`src/rtl/icache_fetch_responder_if.sv`:
```
// Bundle of the fetch-side request/response signals and the memory AR/R read channel.
// The slave modport is the responder's view; the master modport is the environment's view.
interface icache_fetch_responder_if;
  logic        req;
  logic [31:0] addr;
  logic        addr_ok;
  logic        data_ok;
  logic [31:0] rdata1;
  logic [31:0] rdata2;
  logic        linebuf_inv;
  logic        arvalid;
  logic [31:0] araddr;
  logic [7:0]  arlen;
  logic [2:0]  arsize;
  logic        arready;
  logic        rvalid;
  logic [31:0] rdata;
  logic        rlast;
  logic        rready;

  modport slave (
    input  req, addr, linebuf_inv, arready, rvalid, rdata, rlast,
    output addr_ok, data_ok, rdata1, rdata2, arvalid, araddr, arlen, arsize, rready
  );

  modport master (
    output req, addr, linebuf_inv, arready, rvalid, rdata, rlast,
    input  addr_ok, data_ok, rdata1, rdata2, arvalid, araddr, arlen, arsize, rready
  );
endinterface

```
`src/rtl/icache_fetch_responder.sv`:
```
// Dual-word fetch responder: each accepted fetch becomes a 2-beat read burst, returned as one data_ok.
// Optional single-line buffer is built when ICACHE_RESP_LINEBUF_EN is defined.
module icache_fetch_responder #(
  parameter int MAX_OUTSTANDING = 2
) (
  input  logic                    clk,
  input  logic                    reset,
  icache_fetch_responder_if.slave bus
);

  typedef enum logic {
    BEAT_FIRST  = 1'b0,
    BEAT_SECOND = 1'b1
  } beat_e;

  localparam logic [2:0] MaxOut = 3'(MAX_OUTSTANDING);

  beat_e       beat_q, beat_d;
  logic [2:0]  outCnt_q, outCnt_d;
  logic        arValid_q, arValid_d;
  logic [31:0] arAddr_q, arAddr_d;
  logic [31:0] word0Hold_q, word0Hold_d;
  logic        dataOk_q, dataOk_d;
  logic        fromBuf_q, fromBuf_d;
  logic [31:0] rdata1_q, rdata1_d;
  logic [31:0] rdata2_q, rdata2_d;

  logic        rReady;
  logic        rAccept;
  logic        addrOk;
  logic        memAccept;
  logic        memDone;
  logic        bufHit;
  logic [31:0] bufWord0;
  logic [31:0] bufWord1;

  assign rReady  = !reset;
  assign rAccept = bus.rvalid && rReady;
  // Buffer hits also pulse data_ok but never owned an outstanding slot.
  assign memDone = dataOk_q && !fromBuf_q;

`ifdef ICACHE_RESP_LINEBUF_EN
  logic        lbValid_q;
  logic [28:0] lbTag_q;
  logic [31:0] lbWord0_q;
  logic [31:0] lbWord1_q;
  logic [28:0] tagFifo_q [8];
  logic [2:0]  tagWr_q;
  logic [2:0]  tagRd_q;

  assign bufHit   = bus.req && lbValid_q && (lbTag_q == bus.addr[31:3])
                    && (outCnt_q == 3'd0) && !arValid_q;
  assign bufWord0 = lbWord0_q;
  assign bufWord1 = lbWord1_q;

  // Line tags of in-flight bursts, so a completing burst knows which line it refills.
  always_ff @(posedge clk) begin
    if (memAccept) begin
      tagFifo_q[tagWr_q] <= bus.addr[31:3];
    end
  end

  always_ff @(posedge clk) begin
    if (reset) begin
      lbValid_q <= 1'b0;
      lbTag_q   <= '0;
      lbWord0_q <= '0;
      lbWord1_q <= '0;
      tagWr_q   <= '0;
      tagRd_q   <= '0;
    end else begin
      if (memAccept) begin
        tagWr_q <= tagWr_q + 3'd1;
      end
      if (memDone) begin
        tagRd_q   <= tagRd_q + 3'd1;
        lbTag_q   <= tagFifo_q[tagRd_q];
        lbWord0_q <= rdata1_q;
        lbWord1_q <= rdata2_q;
      end
      if (bus.linebuf_inv) begin
        lbValid_q <= 1'b0;
      end else if (memDone) begin
        lbValid_q <= 1'b1;
      end
    end
  end

  logic unused_addrBits;
  assign unused_addrBits = ^bus.addr[2:0];
`else
  assign bufHit   = 1'b0;
  assign bufWord0 = '0;
  assign bufWord1 = '0;

  logic unused_inputs;
  assign unused_inputs = ^{bus.addr[2:0], bus.linebuf_inv};
`endif

  always_comb begin
    addrOk    = (bus.req && (!arValid_q || bus.arready) && (outCnt_q < MaxOut)) || bufHit;
    memAccept = addrOk && !bufHit;
    arValid_d = arValid_q;
    arAddr_d  = arAddr_q;
    if (memAccept) begin
      arValid_d = 1'b1;
      arAddr_d  = {bus.addr[31:3], 3'b000};
    end else if (bus.arready) begin
      arValid_d = 1'b0;
    end
    outCnt_d = outCnt_q;
    if (memAccept && !memDone) begin
      outCnt_d = outCnt_q + 3'd1;
    end else if (!memAccept && memDone) begin
      outCnt_d = outCnt_q - 3'd1;
    end
  end

  always_comb begin
    beat_d      = beat_q;
    word0Hold_d = word0Hold_q;
    dataOk_d    = 1'b0;
    fromBuf_d   = 1'b0;
    rdata1_d    = rdata1_q;
    rdata2_d    = rdata2_q;
    if (rAccept) begin
      case (beat_q)
        BEAT_FIRST: begin
          word0Hold_d = bus.rdata;
          beat_d      = BEAT_SECOND;
          if (bus.rlast) begin
            beat_d   = BEAT_FIRST;
            dataOk_d = 1'b1;
            rdata1_d = bus.rdata;
            rdata2_d = '0;
          end
        end
        BEAT_SECOND: begin
          beat_d = BEAT_FIRST;
          if (bus.rlast) begin
            dataOk_d = 1'b1;
            rdata1_d = word0Hold_q;
            rdata2_d = bus.rdata;
          end
        end
        default: beat_d = BEAT_FIRST;
      endcase
    end else if (bufHit) begin
      dataOk_d  = 1'b1;
      fromBuf_d = 1'b1;
      rdata1_d  = bufWord0;
      rdata2_d  = bufWord1;
    end
  end

  always_ff @(posedge clk) begin
    if (reset) begin
      beat_q      <= BEAT_FIRST;
      outCnt_q    <= '0;
      arValid_q   <= 1'b0;
      arAddr_q    <= '0;
      word0Hold_q <= '0;
      dataOk_q    <= 1'b0;
      fromBuf_q   <= 1'b0;
      rdata1_q    <= '0;
      rdata2_q    <= '0;
    end else begin
      beat_q      <= beat_d;
      outCnt_q    <= outCnt_d;
      arValid_q   <= arValid_d;
      arAddr_q    <= arAddr_d;
      word0Hold_q <= word0Hold_d;
      dataOk_q    <= dataOk_d;
      fromBuf_q   <= fromBuf_d;
      rdata1_q    <= rdata1_d;
      rdata2_q    <= rdata2_d;
    end
  end

  assign bus.addr_ok = addrOk;
  assign bus.data_ok = dataOk_q;
  assign bus.rdata1  = rdata1_q;
  assign bus.rdata2  = rdata2_q;
  assign bus.arvalid = arValid_q;
  assign bus.araddr  = arAddr_q;
  assign bus.arlen   = 8'd1;
  assign bus.arsize  = 3'd2;
  assign bus.rready  = rReady;

endmodule

```
`src/flat_wrapper.sv`:
```
// flat-port wrapper written by rule: the top's interface ports become plain ports
module icache_fetch_responder_flat 
#(
  parameter int MAX_OUTSTANDING = 2
)
  (clk, reset, bus_req, bus_addr, bus_linebuf_inv, bus_arready, bus_rvalid, bus_rdata, bus_rlast, bus_addr_ok, bus_data_ok, bus_rdata1, bus_rdata2, bus_arvalid, bus_araddr, bus_arlen, bus_arsize, bus_rready);
  icache_fetch_responder_if bus_i ();
  input  logic clk;
  input  logic reset;
  input wire logic [$bits(bus_i.req)-1:0] bus_req;
  input wire logic [$bits(bus_i.addr)-1:0] bus_addr;
  input wire logic [$bits(bus_i.linebuf_inv)-1:0] bus_linebuf_inv;
  input wire logic [$bits(bus_i.arready)-1:0] bus_arready;
  input wire logic [$bits(bus_i.rvalid)-1:0] bus_rvalid;
  input wire logic [$bits(bus_i.rdata)-1:0] bus_rdata;
  input wire logic [$bits(bus_i.rlast)-1:0] bus_rlast;
  output wire logic [$bits(bus_i.addr_ok)-1:0] bus_addr_ok;
  output wire logic [$bits(bus_i.data_ok)-1:0] bus_data_ok;
  output wire logic [$bits(bus_i.rdata1)-1:0] bus_rdata1;
  output wire logic [$bits(bus_i.rdata2)-1:0] bus_rdata2;
  output wire logic [$bits(bus_i.arvalid)-1:0] bus_arvalid;
  output wire logic [$bits(bus_i.araddr)-1:0] bus_araddr;
  output wire logic [$bits(bus_i.arlen)-1:0] bus_arlen;
  output wire logic [$bits(bus_i.arsize)-1:0] bus_arsize;
  output wire logic [$bits(bus_i.rready)-1:0] bus_rready;
  assign bus_i.req = bus_req;
  assign bus_i.addr = bus_addr;
  assign bus_i.linebuf_inv = bus_linebuf_inv;
  assign bus_i.arready = bus_arready;
  assign bus_i.rvalid = bus_rvalid;
  assign bus_i.rdata = bus_rdata;
  assign bus_i.rlast = bus_rlast;
  assign bus_addr_ok = bus_i.addr_ok;
  assign bus_data_ok = bus_i.data_ok;
  assign bus_rdata1 = bus_i.rdata1;
  assign bus_rdata2 = bus_i.rdata2;
  assign bus_arvalid = bus_i.arvalid;
  assign bus_araddr = bus_i.araddr;
  assign bus_arlen = bus_i.arlen;
  assign bus_arsize = bus_i.arsize;
  assign bus_rready = bus_i.rready;
  icache_fetch_responder #(.MAX_OUTSTANDING(MAX_OUTSTANDING)) u_core (.clk(clk), .reset(reset), .bus(bus_i));
endmodule
```
`config.mk`:
```
export PLATFORM = sky130hd
export DESIGN_NAME = icache_fetch_responder_flat
export DESIGN_NICKNAME = d
export VERILOG_FILES = /design/src/rtl/icache_fetch_responder_if.sv /design/src/rtl/icache_fetch_responder.sv /design/src/flat_wrapper.sv
export SDC_FILE = /design/constraint.sdc
export NUM_CORES = 1
export LEC_CHECK = 0
export ABC_AREA = 1
export BUFFER_PORTS_ARGS = -buffer_cell sky130_fd_sc_hd__buf_2
export CAP_MARGIN = 25
export CORE_ASPECT_RATIO = 0.6
export CORE_MARGIN = 2
export CORE_UTILIZATION = 54
export DETAILED_ROUTE_END_ITERATION = 7
export PLACE_DENSITY_LB_ADDON = 0.2
export SYNTH_ARGS = -nofsm -noshare
export SYNTH_HDL_FRONTEND = slang
export SYNTH_SLANG_ARGS = --single-unit
export TNS_END_PERCENT = 1
```
`constraint.sdc`:
```
create_clock -name clk -period 3.7 [get_ports clk]
set_input_delay 0.74 -clock clk [delete_from_list [all_inputs] [get_ports clk]]
set_output_delay 0.74 -clock clk [all_outputs]
set_load 0.02 [all_outputs]
```
==> metrics.md <==
| Metric | Value |
|---|---|
| Outcome | `finished, final reports clean` |
| M3 GR Usage | `5.74%` |
| Commonest non-fill, non-tap cell in the layout | `nand2_1` |
| Origin of the critical flop-to-flop path | `u_core.outCnt_q[2]$_SDFFE_PP0P_` |
| Root buf cell | `clkbuf_16` |
| Drt initial violations | `282` |
| Worst setup path class | `in -> out` |
| Max Clock Freq | `0.376 GHz` |
| Initial antenna violation count | `0` |
| Met2 Use GR | `39.9%` |
| Mapped cell area | `0.00544 sq mm` |
| Worst r2r dst | `u_core.outCnt_q[1]$_SDFFE_PP0P_` |
| Grt peak-use layer | `met2` |
| # nets final | `973` |
| CTS Buf Count | `17` |
| Cell Rows | `28` |
| Synth unique cells | `23` |
| RSZ-0062 raised after global routing | `false` |
| Vert. Die Dim | `81.7 microns` |
| I/O Buffers | `163` |
| Reg2Reg Setup Slack | `2.02 ns` |
| Main area contributors after synthesis | `dfxtp_1 (48%), nand2_1 (13%), nor2_1 (10%), nand3_1 (7.3%), o21ai_0 (5.6%)` |
| Die Wd | `134 microns` |
| Period utilization | `71.8%` |
| Core area | `0.00981 sq mm` |
| Total gr overflow | `0` |
| Worst-path fanout max | `36` |
| Yosys warns | `0` |
| Largest net degree at the start of global routing | `71` |
| Syn Inst Count | `766` |
| Vias | `5056` |
| Setup TNS Final | `0 ns` |
| Die Area | `0.0109 sq mm` |
| Final hold violation count | `0` |
| Cell leakage power | `0.00362 uW` |
| Most area-hungry cell type in the Yosys netlist | `dfxtp_1` |
| Layout cell share with drive strength beyond 1 | `22.7%` |
| Final Util | `68.2%` |
| Drt total wl | `13.4 mm` |
| Pins Over Slew Limit | `0` |
| Register area share after synthesis | `48.2%` |
| Drt drc | `0` |
| Crit path capture | `bus_rready` |
| Diode count | `0` |
| Max-capacitance violation count | `0` |
| TritonCTS clock tree | `built` |
| Clock transition at path regs | `0.06 ns` |
| Synthesized flop and latch total | `131` |
| # Post-CTS Setup Buffers | `0` |
| Top-area cell type share of the netlist area | `48.2%` |
| Drt via density | `4.82` |
| Most frequent cells in the layout | `nand2_1 (187), buf_2 (163), nor2_1 (146), dfxtp_1 (130), nand3_1 (78)` |
| GPL Wtd Cong | `0.787` |
| Detail Placement HPWL | `8.72 mm` |
| Post-route minimum period | `2.66 ns` |
| Crit path required time | `2.96 ns` |
| H-tree Lvls | `4` |
| Skew-Pair Late Insertion Delay | `0.40 ns` |
| Met1 Usage GRT | `32.8%` |
| Area Growth Syn to Fin | `23.1%` |
| Total Routing Usage GR | `24.3%` |
| Initial core utilization | `55.4%` |
| Peak VDD IR | `402 uV` |
| Startpoint types | `input pin` |
| Layout Skew | `0.00862 ns` |
| Final Setup Violations | `0` |
| HP Class | `reg -> reg` |
| Mean Syn Cell Area | `7.10 sq um` |
| Setup crit end kind | `output pin` |
| Clock Sinks | `131` |
| CTS Buffer Depth | `2` |
| Cts repair resizes | `0` |
| Number of global-route vias before repair | `4536` |
| Crit path launch | `reset` |
| First-pass GRT wire length | `21.3 mm` |
| Worst slew pin tran | `0.868 ns` |
| Wire per inst | `12.8 microns` |
| Total iterations of the first detailed-routing run | `5` |
| Reg2Reg Depth | `8` |
| Hold_buf cts | `0` |
| Worst Path Arrival | `1.92 ns` |
| Total Power Consumption | `4160 uW` |
| Relative slew margins | `42.0%` |
| Fill count | `841` |
| Antenna viol nets, final | `0` |
| Cell Pwr Density | `621 mW/mm^2` |
| # IOs | `182` |
[worst min path at each step]
stage | from | endpoint | cells after the start
after floorplan | u_core.word0Hold_q[19]$_SDFFE_PP0P_ | u_core.word0Hold_q[19]$_SDFFE_PP0P_ | 2
after global placement | u_core.word0Hold_q[22]$_SDFFE_PP0P_ | u_core.word0Hold_q[22]$_SDFFE_PP0P_ | 2
after detailed placement | u_core.word0Hold_q[31]$_SDFFE_PP0P_ | u_core.word0Hold_q[31]$_SDFFE_PP0P_ | 2
after CTS | u_core.word0Hold_q[22]$_SDFFE_PP0P_ | u_core.word0Hold_q[22]$_SDFFE_PP0P_ | 2
after global routing | u_core.bus.rdata2[20]$_SDFFE_PP0P_ | u_core.bus.rdata2[20]$_SDFFE_PP0P_ | 2
final | u_core.bus.rdata2[9]$_SDFFE_PP0P_ | u_core.bus.rdata2[9]$_SDFFE_PP0P_ | 2
[kinds of logic after synthesis]
family / after synthesis / share of synthesized area, %
AO/OA/AOI/OAI: 86 / 7.92
XOR/XNOR: 1 / 0.161
adder cells (fa/ha/maj): 2 / 0.598
buffers and inverters: 127 / 11.8
flip-flops: 131 / 48.2
other: 2 / 0.138
AND/OR/NAND/NOR: 417 / 31.1
[critical path, cell delays in order]
cell,delay [ns]
buf_2,0.62
inv_4,0.28
buf_2,0.25
[state kept, by name, indices dropped and copies added, names as in the netlist]
register	count
u_core.beat_q	1
u_core.bus.araddr	29
u_core.bus.arvalid	1
u_core.bus.data_ok	1
u_core.bus.rdata1	32
u_core.bus.rdata2	32
u_core.outCnt_q	3
u_core.word0Hold_q	32
[per-stage QoR]
stage,setup slack (ns),hold slack (ns),instances,area [sq um]
5_1_grt,0.977,0.475,1048,6690
3_3_place_gp,0.961,0.448,1016,6120
2_1_floorplan,1.27,0.439,778,5480
6_report,1.04,0.458,1048,6690
4_1_cts,1.05,0.462,1048,6690
3_5_place_dp,0.891,0.454,1016,6120
[where the power goes]
group          internal [uW]  switching (uW)  leakage [uW]
combinational            288             602       0.00227
clock                   1020             593      0.000276
sequential              1570            80.3       0.00107
total                   2880            1270       0.00362
[Yosys cell counts, drive strengths merged]
cell type / count
a21oi: 15
buf: 49
clkbuf: 17
conb: 2
dfxtp: 131
fa: 1
ha: 1
inv: 61
nand2: 189
nand3: 79
nand4: 1
nor2: 148
o21ai: 71
xor2: 1
[per-layer routing]
layer | up-vias | share of wire (%)
met5 | - | 0
met3 | 6 | 6.2
met1 | 2260 | 48
met2 | 166 | 46
li1 | 2624 | -
met4 | 0 | 0.41
[cell type report]
type | instances | area, sq um | share of cell area, %
Clock buffer | 22 | 464 | 6.94
Inverter | 61 | 231 | 3.46
Clock inverter | 10 | 108 | 1.61
Timing Repair Buffer | 169 | 873 | 13.1
Multi-Input combinational cell | 520 | 2220 | 33.2
Tap cell | 135 | 169 | 2.52
Sequential cell | 131 | 2620 | 39.2
No activity file was read; power rests on OpenSTA's default activity.
